[src/rtl/accel_cmd_pkg.sv]
// -----------------------------------------------------------------------------
// accel_cmd_pkg
//
// Shared definitions for the matrix-accelerator command controller:
//   - funct codes of the custom instructions this block understands
//   - controller FSM state encoding
//   - sticky error codes reported on err_o
//
// Optional feature macro: ACCEL_CMD_CTRL_RESP_EN adds the RESP state.
// -----------------------------------------------------------------------------
package accel_cmd_pkg;

    localparam logic [6:0] FUNCT_INITIATE = 7'h01;
    localparam logic [6:0] FUNCT_SIZE     = 7'h02;
    localparam logic [6:0] FUNCT_ADDR_W   = 7'h04;
    localparam logic [6:0] FUNCT_ADDR_X   = 7'h06;
    localparam logic [6:0] FUNCT_ADDR_R   = 7'h08;

    typedef enum logic [1:0] {
        ST_IDLE   = 2'd0,
        ST_LAUNCH = 2'd1,
        ST_BUSY   = 2'd2
`ifdef ACCEL_CMD_CTRL_RESP_EN
        ,
        ST_RESP   = 2'd3
`endif
    } state_e;

    typedef enum logic [1:0] {
        ERR_NONE          = 2'd0,
        ERR_MISSING_CFG   = 2'd1,
        ERR_ILLEGAL_FUNCT = 2'd2,
        ERR_BAD_OPERAND   = 2'd3
    } err_e;

    // True for the four funct codes that write a configuration register.
    function automatic logic is_cfg_funct(input logic [6:0] funct);
        return (funct == FUNCT_SIZE)   || (funct == FUNCT_ADDR_W) ||
               (funct == FUNCT_ADDR_X) || (funct == FUNCT_ADDR_R);
    endfunction

endpackage

[src/rtl/accel_cfg_regs.sv]
// -----------------------------------------------------------------------------
// accel_cfg_regs
//
// Holds the size and the three base addresses (W, X, R) with one valid bit
// each. A write is applied only when its operand is legal; an illegal operand
// leaves register and valid bit untouched and raises bad_operand_o for the
// controller to record. Contents persist across runs until reset.
//
// Ports:
//   clk, reset     clock, asynchronous active-low reset
//   wr_en_i        accepted command carrying this block's opcode
//   funct_i        command funct code (non-config codes are ignored here)
//   rs1_i          operand
//   size_o         latched size
//   addr_w_o/x/r   latched addresses
//   all_valid_o    all four registers have been written legally
//   bad_operand_o  current write is a config write with an illegal operand
// -----------------------------------------------------------------------------
module accel_cfg_regs
    import accel_cmd_pkg::*;
#(
    parameter int XLEN      = 64,
    parameter int ADDR_W    = 32,
    parameter int SIZE_W    = 16,
    parameter int MAX_SIZE  = 1024,
    parameter int ALIGN_LG2 = 3
) (
    input  logic              clk,
    input  logic              reset,
    input  logic              wr_en_i,
    input  logic [6:0]        funct_i,
    input  logic [XLEN-1:0]   rs1_i,
    output logic [SIZE_W-1:0] size_o,
    output logic [ADDR_W-1:0] addr_w_o,
    output logic [ADDR_W-1:0] addr_x_o,
    output logic [ADDR_W-1:0] addr_r_o,
    output logic              all_valid_o,
    output logic              bad_operand_o
);

    logic [SIZE_W-1:0] size_q, size_d;
    logic [ADDR_W-1:0] addr_w_q, addr_w_d;
    logic [ADDR_W-1:0] addr_x_q, addr_x_d;
    logic [ADDR_W-1:0] addr_r_q, addr_r_d;
    // valid bit order: [0] size, [1] W, [2] X, [3] R
    logic [3:0]        valid_q, valid_d;

    logic size_legal;
    logic addr_legal;

    assign size_legal = (rs1_i[XLEN-1:SIZE_W] == '0) &&
                        (rs1_i[SIZE_W-1:0] != '0) &&
                        (rs1_i[SIZE_W-1:0] <= SIZE_W'(MAX_SIZE));

    assign addr_legal = (rs1_i[XLEN-1:ADDR_W] == '0) &&
                        (rs1_i[ALIGN_LG2-1:0] == '0);

    always_comb begin
        // NOTE: every signal gets its hold value first, so no branch can leave
        // one unassigned and infer a latch.
        size_d        = size_q;
        addr_w_d      = addr_w_q;
        addr_x_d      = addr_x_q;
        addr_r_d      = addr_r_q;
        valid_d       = valid_q;
        bad_operand_o = 1'b0;

        if (wr_en_i) begin
            case (funct_i)
                FUNCT_SIZE: begin
                    if (size_legal) begin
                        size_d     = rs1_i[SIZE_W-1:0];
                        valid_d[0] = 1'b1;
                    end else begin
                        bad_operand_o = 1'b1;
                    end
                end
                FUNCT_ADDR_W: begin
                    if (addr_legal) begin
                        addr_w_d   = rs1_i[ADDR_W-1:0];
                        valid_d[1] = 1'b1;
                    end else begin
                        bad_operand_o = 1'b1;
                    end
                end
                FUNCT_ADDR_X: begin
                    if (addr_legal) begin
                        addr_x_d   = rs1_i[ADDR_W-1:0];
                        valid_d[2] = 1'b1;
                    end else begin
                        bad_operand_o = 1'b1;
                    end
                end
                FUNCT_ADDR_R: begin
                    if (addr_legal) begin
                        addr_r_d   = rs1_i[ADDR_W-1:0];
                        valid_d[3] = 1'b1;
                    end else begin
                        bad_operand_o = 1'b1;
                    end
                end
                default: ;
            endcase
        end
    end

    // NOTE: these registers are reset (not left as uninitialised storage)
    // because the valid bits gate INITIATE and the outputs must read zero.
    always_ff @(posedge clk or negedge reset) begin
        if (!reset) begin
            size_q   <= '0;
            addr_w_q <= '0;
            addr_x_q <= '0;
            addr_r_q <= '0;
            valid_q  <= '0;
        end else begin
            // NOTE: non-blocking so every flop samples pre-edge values.
            size_q   <= size_d;
            addr_w_q <= addr_w_d;
            addr_x_q <= addr_x_d;
            addr_r_q <= addr_r_d;
            valid_q  <= valid_d;
        end
    end

    assign size_o      = size_q;
    assign addr_w_o    = addr_w_q;
    assign addr_x_o    = addr_x_q;
    assign addr_r_o    = addr_r_q;
    assign all_valid_o = &valid_q;

endmodule

[src/rtl/accel_cmd_ctrl.sv]
// -----------------------------------------------------------------------------
// accel_cmd_ctrl
//
// RoCC-style command controller for the matrix accelerator. Commands arrive
// on a valid/ready handshake and are accepted only in IDLE. Commands with a
// foreign opcode are accepted and dropped. Config writes go to
// accel_cfg_regs; INITIATE launches the datapath (one-cycle start_o), after
// which a saturating counter measures BUSY cycles until done_i.
//
// Ports:
//   clk, reset                 clock, asynchronous active-low reset
//   cmd_valid_i / cmd_ready_o  command handshake
//   cmd_inst_funct_i           funct code
//   cmd_inst_opcode_i          opcode (only OPCODE is acted on)
//   cmd_inst_rd_i              destination register echoed in the response
//   cmd_rs1_i                  operand
//   cfg_size_o, cfg_addr_*_o   latched configuration
//   start_o                    one-cycle launch pulse
//   busy_o                     high from launch until the cycle after done_i
//   done_i                     datapath completion pulse (ignored unless BUSY)
//   err_o                      sticky error code (see accel_cmd_pkg::err_e)
//   resp_*                     response channel (macro build only)
//
// Optional feature macro: ACCEL_CMD_CTRL_RESP_EN. When defined, completion
// moves to RESP and presents {err_o, cycle count} with the captured rd until
// resp_ready_i. When undefined, BUSY returns straight to IDLE.
// -----------------------------------------------------------------------------
module accel_cmd_ctrl
    import accel_cmd_pkg::*;
#(
    parameter int         XLEN      = 64,
    parameter int         ADDR_W    = 32,
    parameter int         SIZE_W    = 16,
    parameter int         MAX_SIZE  = 1024,
    parameter int         ALIGN_LG2 = 3,
    parameter logic [6:0] OPCODE    = 7'h0B
) (
    input  logic              clk,
    input  logic              reset,
    input  logic              cmd_valid_i,
    output logic              cmd_ready_o,
    input  logic [6:0]        cmd_inst_funct_i,
    input  logic [6:0]        cmd_inst_opcode_i,
    input  logic [4:0]        cmd_inst_rd_i,
    input  logic [XLEN-1:0]   cmd_rs1_i,
    output logic [SIZE_W-1:0] cfg_size_o,
    output logic [ADDR_W-1:0] cfg_addr_w_o,
    output logic [ADDR_W-1:0] cfg_addr_x_o,
    output logic [ADDR_W-1:0] cfg_addr_r_o,
    output logic              start_o,
    output logic              busy_o,
    input  logic              done_i,
    output logic [1:0]        err_o
`ifdef ACCEL_CMD_CTRL_RESP_EN
    ,
    output logic              resp_valid_o,
    input  logic              resp_ready_i,
    output logic [4:0]        resp_rd_o,
    output logic [XLEN-1:0]   resp_data_o
`endif
);

    localparam int CNT_W = XLEN - 2;

    state_e           state_q, state_d;
    err_e             err_q, err_d;
    logic [CNT_W-1:0] cnt_q, cnt_d;

    logic own_cmd;
    logic is_initiate;
    logic cfg_all_valid;
    logic cfg_bad_operand;

    assign cmd_ready_o = (state_q == ST_IDLE);
    // Foreign opcodes still complete the handshake; they just never act.
    assign own_cmd     = cmd_valid_i && cmd_ready_o &&
                         (cmd_inst_opcode_i == OPCODE);
    assign is_initiate = (cmd_inst_funct_i == FUNCT_INITIATE);

    accel_cfg_regs #(
        .XLEN      (XLEN),
        .ADDR_W    (ADDR_W),
        .SIZE_W    (SIZE_W),
        .MAX_SIZE  (MAX_SIZE),
        .ALIGN_LG2 (ALIGN_LG2)
    ) u_cfg_regs (
        .clk           (clk),
        .reset         (reset),
        .wr_en_i       (own_cmd),
        .funct_i       (cmd_inst_funct_i),
        .rs1_i         (cmd_rs1_i),
        .size_o        (cfg_size_o),
        .addr_w_o      (cfg_addr_w_o),
        .addr_x_o      (cfg_addr_x_o),
        .addr_r_o      (cfg_addr_r_o),
        .all_valid_o   (cfg_all_valid),
        .bad_operand_o (cfg_bad_operand)
    );

`ifdef ACCEL_CMD_CTRL_RESP_EN
    logic [4:0] rd_q, rd_d;
`else
    logic unused_rd;
    assign unused_rd = ^cmd_inst_rd_i;
`endif

    always_comb begin
        state_d = state_q;
        err_d   = err_q;
        cnt_d   = cnt_q;
`ifdef ACCEL_CMD_CTRL_RESP_EN
        rd_d    = rd_q;
`endif

        case (state_q)
            ST_IDLE: begin
                if (own_cmd) begin
                    if (is_initiate) begin
                        if (cfg_all_valid) begin
                            err_d   = ERR_NONE;
                            cnt_d   = '0;
                            state_d = ST_LAUNCH;
`ifdef ACCEL_CMD_CTRL_RESP_EN
                            rd_d    = cmd_inst_rd_i;
`endif
                        end else begin
                            err_d = ERR_MISSING_CFG;
                        end
                    end else if (is_cfg_funct(cmd_inst_funct_i)) begin
                        if (cfg_bad_operand) begin
                            err_d = ERR_BAD_OPERAND;
                        end
                    end else begin
                        err_d = ERR_ILLEGAL_FUNCT;
                    end
                end
            end
            ST_LAUNCH: begin
                state_d = ST_BUSY;
            end
            ST_BUSY: begin
                if (cnt_q != '1) begin
                    cnt_d = cnt_q + CNT_W'(1);
                end
                if (done_i) begin
`ifdef ACCEL_CMD_CTRL_RESP_EN
                    state_d = ST_RESP;
`else
                    state_d = ST_IDLE;
`endif
                end
            end
`ifdef ACCEL_CMD_CTRL_RESP_EN
            ST_RESP: begin
                if (resp_ready_i) begin
                    state_d = ST_IDLE;
                end
            end
`endif
            default: begin
                state_d = ST_IDLE;
            end
        endcase
    end

    always_ff @(posedge clk or negedge reset) begin
        if (!reset) begin
            state_q <= ST_IDLE;
            err_q   <= ERR_NONE;
            cnt_q   <= '0;
`ifdef ACCEL_CMD_CTRL_RESP_EN
            rd_q    <= '0;
`endif
        end else begin
            state_q <= state_d;
            err_q   <= err_d;
            cnt_q   <= cnt_d;
`ifdef ACCEL_CMD_CTRL_RESP_EN
            rd_q    <= rd_d;
`endif
        end
    end

    assign start_o = (state_q == ST_LAUNCH);
    assign busy_o  = (state_q == ST_LAUNCH) || (state_q == ST_BUSY);
    assign err_o   = err_q;

`ifdef ACCEL_CMD_CTRL_RESP_EN
    assign resp_valid_o = (state_q == ST_RESP);
    assign resp_rd_o    = rd_q;
    assign resp_data_o  = {err_q, cnt_q};
`endif

endmodule

[config.mk]
export PLATFORM = sky130hd
export DESIGN_NAME = accel_cmd_ctrl
export DESIGN_NICKNAME = d
export VERILOG_FILES = /design/src/rtl/accel_cmd_pkg.sv /design/src/rtl/accel_cfg_regs.sv /design/src/rtl/accel_cmd_ctrl.sv
export SDC_FILE = /design/constraint.sdc
export NUM_CORES = 1
export LEC_CHECK = 0
export CELL_PAD_IN_SITES_DETAIL_PLACEMENT = 0
export CELL_PAD_IN_SITES_GLOBAL_PLACEMENT = 2
export CORE_MARGIN = 2
export CORE_UTILIZATION = 29
export CTS_CLUSTER_SIZE = 12
export DETAILED_ROUTE_END_ITERATION = 8
export GPL_TIMING_DRIVEN = 0
export PLACE_DENSITY_LB_ADDON = 0.1
export SYNTH_ARGS = -nofsm -noshare
export SYNTH_HDL_FRONTEND = slang
export SYNTH_SLANG_ARGS = --single-unit
export TNS_END_PERCENT = 100
[constraint.sdc]
create_clock -name clk -period 4.2 [get_ports clk]
set_input_delay 0.63 -clock clk [delete_from_list [all_inputs] [get_ports clk]]
set_output_delay 0.63 -clock clk [all_outputs]
set_load 0.02 [all_outputs]
# [Yosys cells after proc, flatten, opt, wreduce, memory -nomap -nowiden]
# Cells that the tools add are included.
[word_totals] output_inout_bits=117 register_bits=120 input_bits=87
[op_classes] magnitude_cmp=1 n_mux=13 eq_ne=13 reduce_logical=22
[op_table] op="logical NOT 48 bit" n=1
[op_table] op="logical NOT 32 bit" n=1
[op_table] op="less-or-equal comparator 16 x 11 -> 1 bit (second input constant)" n=1
[op_table] op="nonzero test 16 bit" n=1
[op_table] op="AND reduction 3 bit" n=5
[op_table] op="== test 7 x 3 -> 1 bit (second input constant)" n=2
[op_table] op="== test 7 x 4 -> 1 bit (second input constant)" n=2
[op_table] op="2-to-1 mux 2 bit" n=7
[op_table] op="AND reduction 4 bit" n=2
[op_table] op="== test 7 x 1 -> 1 bit (second input constant)" n=1
[op_table] op="== test 7 x 2 -> 1 bit (second input constant)" n=1
[op_table] op="inequality test 2 x 1 -> 1 bit (second input constant)" n=3
[op_table] op="case mux 2 bit (3 select lines)" n=1
[op_table] op="logical AND 1 bit" n=5
[op_table] op="logical OR 1 bit" n=4
[op_table] op="2-to-1 mux 1 bit" n=4
[op_table] op="logical NOT 3 bit" n=1
[op_table] op="inequality test 3 bit (second input constant)" n=1
[op_table] op="OR reduction 3 bit" n=1
[op_table] op="== test 2 x 1 -> 1 bit (second input constant)" n=1
[op_table] op="== test 2 bit (second input constant)" n=1
[op_table] op="logical NOT 2 bit" n=1
[op_table] op="inequality test 2 bit (second input constant)" n=1
[op_table] op="case mux 1 bit (2 select lines)" n=1

# [Depth between registers and ports, before layout]
# Gate-level depths: netlist of the first run.
[depth] ltp_word=9 ltp_mapped=9

# [Modules after synthesis]
# A second synthesis of the first run with hierarchy kept.
[unflattened] hier_cells=314 hier_area_um2=5012.3
[modules_own_cells] module="accel_cfg_regs" n_inst=1 seq_area_each_um2=2902.8 cells_per_inst=283 area_each_um2=4664.5
[modules_own_cells] module="accel_cmd_ctrl" n_inst=1 seq_area_each_um2=100.1 cells_per_inst=31 area_each_um2=347.8

# [Least setup slack after synthesis of the first run]
# Ideal clock, no wire load.
[synth_path] kind="input to register" start="input cmd_rs1_i[16]" end="register u_cfg_regs.size_q[10], in the netlist u_cfg_regs.size_o[10]" t_required_ns=4.075 t_arrival_ns=2.324 stages=6 path_buffers=2 slack_ns=1.751 path_cell_list="or4_1 > nor4_1 > and4_1 > buf_2 > buf_2 > mux2_2"
[synth_between] elab_chain_cells=4
[synth_lines] element="start: declaration" line="accel_cmd_ctrl.sv:45" source="input logic [XLEN-1:0] cmd_rs1_i,"
[synth_lines] element="logical NOT 48 bit" line="accel_cfg_regs.sv:51" source="assign size_legal = (rs1_i[XLEN-1:SIZE_W] == '0) &&"
[synth_lines] element="logical AND 1 bit" line="accel_cfg_regs.sv:51"
[synth_lines] element="logical AND 1 bit" line="accel_cfg_regs.sv:52" source="(rs1_i[SIZE_W-1:0] != '0) &&"
[synth_lines] element="AND reduction 3 bit (no source line)"
[synth_lines] element="end signal: assignment" line="accel_cfg_regs.sv:118" source="size_q <= size_d;"
[synth_lines] element="end: declaration" line="accel_cfg_regs.sv:41" source="logic [SIZE_W-1:0] size_q, size_d;"
# No other way between the ends.
# A chain may end at the register's enable or synchronous reset.

# [Worst setup path after layout of the first run]
[layout_path] start="input cmd_rs1_i[16]" end="register u_cfg_regs.size_q[7], in the netlist u_cfg_regs.size_o[7]"
# The elaborated chain is that of the path after synthesis.

==> flow_summary_export.csv, run 1 <==
group,metric,value,unit
clock_network,cts-hold-fix-buffers,0,
sta,timing.final.crit_share,0.7410,
worst_hold_path,timing.hold.worst.class,"input port to asynchronous set/reset pin",
global_routing,grt_overflow,0,
clock_network,cts_root_buffer,"sky130_fd_sc_hd__clkbuf_16",
clock_network,ctsLongestPathBuffers,2,
sta,fmax,0.3213,GHz
logic_synthesis,count_of_warnings_emitted_by_yosys,0,
placement,gp_routability_congestion,0.7304,
global_routing,vias_in_the_first_global_route,3654,
finish,post-route-util,0.4816,
logic_synthesis,synth_cell_types,34,
detailed_routing,drc,0,
floorplan,top_level_ports,204,
worst_setup_path,worst_setup_path_end_kind,"register",
sta,worst_pin_slew,0.7016,ns
worst_setup_path,critical-path-top-cell-by-count,"sky130_fd_sc_hd__buf_2",
floorplan,die_footprint,17340,sq um
sta,final.setup.worst_slack,1.088,ns
worst_setup_path,worstPathArrival,3.40,ns
sta,headroom_to_the_max_slew_limit,0.5280,
detailed_routing,via_count,3448,
finish,syn_to_final_growth,61.79,%
sta,rsz0062_at_grt,"no",
sta,final-max-slew-violation-count,0,
global_routing,grt_start_max_net_pins,65,
clock_network,path_clk_slew,0.05,ns
logic_synthesis,syn_inst,315,
clock_network,cts_max_level,4,
run_status,outcome,"complete, no violations",
worst_setup_path,setup.worst_path.class,"input port to register",
worst_setup_path,critical_path.max_fanout,10,
worst_setup_path,crit-reg2reg-capture,"u_cfg_regs.addr_x_o[29]",
clock_network,cts-buffers-inserted,17,
global_routing,grt_pass1_wl,21.29,mm
placement,dpl_worst_slack,0.5872,ns
detailed_routing,post_drt_wl_per_cell,17.44,um
worst_setup_path,ff2ff_setup_slack,1.58,ns
floorplan,design.core.area,15890,sq um
clock_network,postCtsSetupBuffers,0,
worst_setup_path,critPathLaunch,"cmd_rs1_i[16]",
detailed_routing,drt_pre_antenna_iters,4,
power,power-per-cell-area,374.2,nW/um^2
floorplan,die_height,131.7,um
clock_network,cts_sinks,120,
logic_synthesis,post_synthesis_instance_area,4728,sq um
global_routing,grt_antenna_before_repair,0,
sta,hold_slack,0.1761,ns
finish,nets,623,
logic_synthesis,synth_area_per_cell,15.01,sq um
worst_setup_path,rr_worst_depth,8,
global_routing,track_usage,0.1595,
sta,final_hold_viol_count,0,
worst_setup_path,critPathCapture,"u_cfg_regs.size_o[7]",
sta,skew,0.01192,ns
logic_synthesis,synth_sequential_area_ratio,0.6351,
power,vdd_drop_max,0.0002423,V
power,total_power,2.863,mW
detailed_routing,routed_wirelength,13.27,mm
job,cap_viol_max_count,0,
worst_setup_path,timing.critical_path.cells,"clkdlybuf4s50_1 -> or4_1 -> nor4_1 -> and4_1 -> buf_2 -> buf_2 -> mux2_2",
floorplan,initial_utilization,0.2977,
worst_setup_path,setup.worst_path.start_class,"input port",
floorplan,die-width,131.7,um
detailed_routing,avgViaCountPerCell,4.531,
detailed_routing,antenna_violating_nets_post_route,0,
finish,post_route_cells_drive_above_1_share,0.2661,
worst_setup_path,critPathSlowestCell,"sky130_fd_sc_hd__nor4_1",
detailed_routing,first_drt_iteration_drcs,104,
clock_network,clock_tree_from_tritoncts,"built",
placement,numPortBuffers,198,
finish,n_antenna_cell,0,
logic_synthesis,synthesis.nets,405,
worst_setup_path,timing.critical_path.required,4.49,ns
sta,setup_viol_count_final,0,
power,power_leakage,3.543,nW
clock_network,clock_latency,0.41,ns
worst_setup_path,r2r_start,"state_q[0]",
logic_synthesis,ys_ff_latch,120,
sta,totalNegativeSetupSlack,0,ns
sta,shortest_clock_period_the_worst_path_allows_after_layout,3.112,ns
floorplan,rows,46,
worst_setup_path,worst_path_largest_cell_delay,0.61,ns
placement,post-dp-hpwl,9.787,mm
clock_network,post_cts.resized_instances,0,
## state kept, by name, summed over array words and instances, names as in the netlist
register             cells
u_cfg_regs.addr_r_o     32
u_cfg_regs.addr_w_o     32
u_cfg_regs.addr_x_o     32
u_cfg_regs.size_o       16
u_cfg_regs.valid_q       4
err_o                    2
state_q                  2
## cell families after synthesis
logic type      Yosys count  synth area share
flops                   120            0.6351
mux                      99            0.2358
simple gates             69           0.09261
buf+inv                  15           0.01455
compound gates            7           0.01032
fa+ha+maj                 3          0.007939
xor+xnor                  2          0.003705
## cell usage in the layout, fill, tap and decap left out, types with 2 or more instances in the layout
cell type / instances
sky130_fd_sc_hd__mux2_2: 98
sky130_fd_sc_hd__ha_1: 3
sky130_fd_sc_hd__and2_1: 9
sky130_fd_sc_hd__nor2_1: 6
sky130_fd_sc_hd__nand2b_1: 4
sky130_fd_sc_hd__a31oi_1: 2
sky130_fd_sc_hd__clkbuf_8: 5
sky130_fd_sc_hd__nor2b_1: 7
sky130_fd_sc_hd__clkdlybuf4s50_1: 197
sky130_fd_sc_hd__clkbuf_1: 3
sky130_fd_sc_hd__or2_2: 2
sky130_fd_sc_hd__clkbuf_16: 17
sky130_fd_sc_hd__nand3_1: 3
sky130_fd_sc_hd__nand4_1: 4
sky130_fd_sc_hd__nor4_1: 15
sky130_fd_sc_hd__nand2_1: 4
sky130_fd_sc_hd__bufinv_16: 4
sky130_fd_sc_hd__xor2_1: 2
sky130_fd_sc_hd__clkinv_2: 2
sky130_fd_sc_hd__buf_2: 10
sky130_fd_sc_hd__dfrtp_1: 120
sky130_fd_sc_hd__inv_1: 4
sky130_fd_sc_hd__nor3_1: 5
## worst max-delay path: cells and delay by family
family,cells,cell delay (ns)
AND/OR/NAND/NOR,3,1.42
buffers and inverters,3,0.99
multiplexers,1,0.36
## where the power goes
group          total [mW]  leakage, nW  switching, mW  internal, mW
Clock                1.57        0.316          0.500          1.07
Combinational       0.135         1.56         0.0582        0.0773
Sequential           1.16         1.67       0.000661          1.16
## worst min-delay path by stage
stage	startpoint	endpoint	cells past startpoint
floorplan	reset	err_o[0]	0
global placement	u_cfg_regs.valid_q[2]	u_cfg_regs.valid_q[2]	1
detailed placement	u_cfg_regs.valid_q[2]	u_cfg_regs.valid_q[2]	1
CTS	reset	u_cfg_regs.addr_w_o[0]	1
global route	reset	u_cfg_regs.addr_w_o[0]	1
finish	reset	u_cfg_regs.addr_w_o[0]	1
## cell usage after synthesis
| library cell | instances | area, sq um |
|---|---|---|
| sky130_fd_sc_hd__a211oi_1 | 1 | 7.510 |
| sky130_fd_sc_hd__a21oi_1 | 1 | 5.000 |
| sky130_fd_sc_hd__a311o_1 | 1 | 10.01 |
| sky130_fd_sc_hd__a31oi_1 | 2 | 12.51 |
| sky130_fd_sc_hd__and2_1 | 9 | 56.30 |
| sky130_fd_sc_hd__and4_1 | 1 | 8.760 |
| sky130_fd_sc_hd__buf_2 | 10 | 50.05 |
| sky130_fd_sc_hd__clkbuf_1 | 1 | 3.750 |
| sky130_fd_sc_hd__dfrtp_1 | 120 | 3003 |
| sky130_fd_sc_hd__ha_1 | 3 | 37.54 |
| sky130_fd_sc_hd__inv_1 | 4 | 15.01 |
| sky130_fd_sc_hd__mux2_1 | 1 | 11.26 |
| sky130_fd_sc_hd__mux2_2 | 98 | 1104 |
| sky130_fd_sc_hd__nand2_1 | 4 | 15.01 |
| sky130_fd_sc_hd__nand2b_1 | 4 | 25.02 |
| sky130_fd_sc_hd__nand3_1 | 3 | 15.01 |
| sky130_fd_sc_hd__nand3_2 | 1 | 10.01 |
| sky130_fd_sc_hd__nand3b_2 | 1 | 11.26 |
| sky130_fd_sc_hd__nand4_1 | 4 | 25.02 |
| sky130_fd_sc_hd__nand4bb_1 | 1 | 11.26 |
| sky130_fd_sc_hd__nor2_1 | 6 | 22.52 |
| sky130_fd_sc_hd__nor2b_1 | 7 | 43.79 |
| sky130_fd_sc_hd__nor3_1 | 5 | 25.02 |
| sky130_fd_sc_hd__nor3b_1 | 1 | 7.510 |
| sky130_fd_sc_hd__nor4_1 | 15 | 93.84 |
| sky130_fd_sc_hd__nor4_4 | 1 | 21.27 |
| sky130_fd_sc_hd__nor4b_1 | 1 | 8.760 |
| sky130_fd_sc_hd__o21ai_0 | 1 | 5.000 |
| sky130_fd_sc_hd__o22a_1 | 1 | 8.760 |
| sky130_fd_sc_hd__or2_2 | 2 | 12.51 |
| sky130_fd_sc_hd__or3_1 | 1 | 6.260 |
| sky130_fd_sc_hd__or4_1 | 1 | 7.510 |
| sky130_fd_sc_hd__or4_4 | 1 | 11.26 |
| sky130_fd_sc_hd__xor2_1 | 2 | 17.52 |
## metrics by stage
| stage | cell area [sq um] | instances |
|---|---|---|
| global placement | 6980 | 729 |
| floorplan | 4728 | 315 |
| finish | 7650 | 761 |
| global route | 7650 | 761 |
| CTS | 7650 | 761 |
| detailed placement | 7009 | 730 |
## per-layer routing
layer,global-route usage,vias up,share of wire
met1,0.1914,1722,0.43
li1,-,1578,-
met4,0.05978,0,0.014
met3,0.06713,17,0.080
met5,0,-,0
met2,0.2557,131,0.48
## cell type report
cell class	instances	area, sq um
flip-flops and latches	120	3003
inverters	4	15.01
clock inverters	7	138.9
well taps	216	270.3
fillers	1465	8235
repair buffers	199	2011
multi-input cells	180	1657
plain buffers	11	53.80
clock buffers	24	501.7
Note: power is estimated with default switching activity, not from simulation.
==> inputs of run 2 (changes only) <==
--- a/config.mk
+++ b/config.mk
@@ -8,7 +8,7 @@
 export CELL_PAD_IN_SITES_DETAIL_PLACEMENT = 0
 export CELL_PAD_IN_SITES_GLOBAL_PLACEMENT = 2
 export CORE_MARGIN = 2
-export CORE_UTILIZATION = 29
+export CORE_UTILIZATION = 27
 export CTS_CLUSTER_SIZE = 12
 export DETAILED_ROUTE_END_ITERATION = 8
 export GPL_TIMING_DRIVEN = 0
==> constraint.sdc (replaced) <==
create_clock -name clk -period 3.2 [get_ports clk]
set_input_delay 0.48 -clock clk [delete_from_list [all_inputs] [get_ports clk]]
set_output_delay 0.48 -clock clk [all_outputs]
set_load 0.02 [all_outputs]
==> flow_summary_export.csv, run 2 (same netlist as run 1, synthesis figures left out) <==
group,metric,value,unit
global_routing,grt_antenna_before_repair,0,
detailed_routing,drt_pre_antenna_iters,4,
finish,number_of_fill_cells,1617,
sta,timing.final.crit_share,0.8992,
detailed_routing,avgViaCountPerCell,4.429,
finish,post_route_cells_drive_above_1_share,0.2692,
placement,gp_routability_congestion,0.6970,
finish,layout.cells.most_common_list,"sky130_fd_sc_hd__clkdlybuf4s50_1, sky130_fd_sc_hd__dfrtp_1, sky130_fd_sc_hd__mux2_2, sky130_fd_sc_hd__clkbuf_16, sky130_fd_sc_hd__nor4_1",
worst_setup_path,crit-reg2reg-capture,"u_cfg_regs.addr_x_o[30]",
detailed_routing,drc,0,
placement,post-dp-hpwl,9.738,mm
global_routing,grt_overflow,0,
global_routing,vias_in_the_first_global_route,3653,
global_routing,grt_start_max_net_pins,66,
sta,setup_viol_count_final,0,
floorplan,rows,48,
worst_setup_path,ff2ff_setup_slack,0.57,ns
clock_network,cts_max_level,4,
detailed_routing,first_drt_iteration_drcs,78,
floorplan,die_height,136.3,um
sta,shortest_clock_period_the_worst_path_allows_after_layout,2.877,ns
worst_setup_path,setup.worst_path.class,"input port to register",
sta,rsz0062_at_grt,"no",
job,cap_viol_max_count,0,
finish,n_antenna_cell,0,
sta,final_hold_viol_count,0,
floorplan,initial_utilization,0.2743,
sta,skew,0.004821,ns
floorplan,die-width,136.3,um
detailed_routing,routed_wirelength,13.25,mm
clock_network,clock_tree_from_tritoncts,"built",
worst_hold_path,timing.hold.worst.class,"input port to asynchronous set/reset pin",
sta,worst_pin_slew,0.5502,ns
detailed_routing,antenna_violating_nets_post_route,0,
run_status,outcome,"complete, no violations",
placement,numPortBuffers,198,
global_routing,grt_pass1_wl,20.29,mm
floorplan,design.core.area,17240,sq um
global_routing,track_usage,0.1468,
power,power_leakage,3.495,nW
worst_setup_path,r2r_start,"state_q[0]",
worst_setup_path,worst_setup_path_end_kind,"register",
detailed_routing,via_count,3415,
clock_network,path_clk_slew,0.06,ns
worst_setup_path,rr_worst_depth,8,
sta,totalNegativeSetupSlack,0,ns
worst_setup_path,timing.critical_path.required,3.49,ns
power,power-per-cell-area,466.0,nW/um^2
clock_network,clock_latency,0.41,ns
sta,fmax,0.3475,GHz
floorplan,top_level_ports,204,
finish,syn_to_final_growth,60.73,%
clock_network,cts_root_buffer,"sky130_fd_sc_hd__clkbuf_16",
clock_network,cts_sinks,120,
power,vdd_drop_max,0.0003333,V
sta,headroom_to_the_max_slew_limit,0.6332,
worst_setup_path,critical_path.max_fanout,10,
clock_network,cts-buffers-inserted,17,
finish,commonest_non_fill_non_tap_cell_in_the_layout,"sky130_fd_sc_hd__clkdlybuf4s50_1",
clock_network,ctsLongestPathBuffers,2,
power,total_power,3.541,mW
sta,final-max-slew-violation-count,0,
clock_network,cts-hold-fix-buffers,0,
detailed_routing,post_drt_wl_per_cell,17.18,um
worst_setup_path,setup.worst_path.start_class,"input port",
worst_setup_path,worstPathArrival,3.16,ns
sta,hold_slack,0.03238,ns
floorplan,die_footprint,18590,sq um
finish,nets,623,
==> run 2: metal layers <==
metal / part of all wire / routed length [um] / global-route usage / vias to the layer above
met2: 0.48 / 6391 / 0.2381 / 130
met1: 0.41 / 5458 / 0.1758 / 1695
met3: 0.096 / 1272 / 0.06339 / 12
met5: 0 / 0 / 0 / -
li1: - / - / - / 1578
met4: 0.0093 / 123 / 0.04688 / 0
==> run 2: cell type report <==
class | count | area [sq um] | share of cell area
buffer | 11 | 53.80 | 0.007079
multi-input combinational | 180 | 1663 | 0.2188
tap | 225 | 281.5 | 0.03704
clock inverter | 12 | 126.4 | 0.01663
timing repair buffer | 199 | 2011 | 0.2646
clock buffer | 20 | 446.7 | 0.05878
sequential | 120 | 3003 | 0.3951
inverter | 4 | 15.01 | 0.001976
==> run 2: worst max-delay path by stage <==
| stage | from | end | slack (ns) | cells after the start |
|---|---|---|---|---|
| CTS | cmd_rs1_i[27] | u_cfg_regs.size_o[8] | 0.11 | 8 |
| global route | cmd_rs1_i[27] | u_cfg_regs.size_o[10] | 0.19 | 8 |
| detailed placement | cmd_rs1_i[27] | u_cfg_regs.size_o[8] | -0.32 | 8 |
| floorplan | state_q[0] | u_cfg_regs.size_o[10] | 0.79 | 9 |
| global placement | reset | err_o[0] | -3.23 | 1 |
| finish | cmd_rs1_i[16] | u_cfg_regs.size_o[8] | 0.32 | 7 |
==> run 2: critical path: stages <==
cell	delay, ns
sky130_fd_sc_hd__clkdlybuf4s50_1	0.47
sky130_fd_sc_hd__or4_1	0.58
sky130_fd_sc_hd__nor4_2	0.46
sky130_fd_sc_hd__and4_1	0.25
sky130_fd_sc_hd__buf_2	0.23
sky130_fd_sc_hd__buf_2	0.32
sky130_fd_sc_hd__mux2_2	0.37
==> run 2: power by group <==
group / internal [mW] / total [mW] / switching [mW]
logic: 0.101 / 0.178 / 0.0768
clock network: 1.16 / 1.84 / 0.680
registers: 1.52 / 1.52 / 0.000986
total: 2.78 / 3.54 / 0.758
==> run 2: timing repair <==
| item | in CTS | in global routing |
|---|---|---|
| endpoints found under the hold margin | 0 | 0 |
| setup endpoints to repair | 0 | 4 |
| buffers inserted | 0 | 0 |
| resized for setup | 0 | 1 |
==> run 2: through the flow <==
| step | std cells | worst slack, ns | util | cell area [sq um] |
|---|---|---|---|---|
| detailed placement | 739 | -0.3150 | 0.4073 | 7020 |
| CTS | 771 | 0.1136 | 0.4405 | 7594 |
| global route | 771 | 0.1871 | 0.4409 | 7600 |
| global placement | 738 | -3.233 | 0.4056 | 6992 |
| finish | 771 | 0.3226 | 0.4409 | 7600 |
| floorplan | 315 | 0.7874 | - | 4728 |
==> inputs of run 3 (changes only) <==
==> constraint.sdc (replaced) <==
create_clock -name clk -period 3.1 [get_ports clk]
set_input_delay 0.465 -clock clk [delete_from_list [all_inputs] [get_ports clk]]
set_output_delay 0.465 -clock clk [all_outputs]
set_load 0.02 [all_outputs]
==> results of run 3 <==
The final DEF is identical to that of run 2. Status: complete, no violations.
Main changes from that run: setup slack after placement -0.3150 ns -> -0.4000 ns; setup slack after layout 0.3226 ns -> 0.2376 ns; hold slack 0.03238 ns -> 0.01738 ns; register-to-register setup slack 0.57 ns -> 0.47 ns; total power 3.541 mW -> 3.655 mW; worst IR drop on VDD 0.0003333 V -> 0.0003440 V
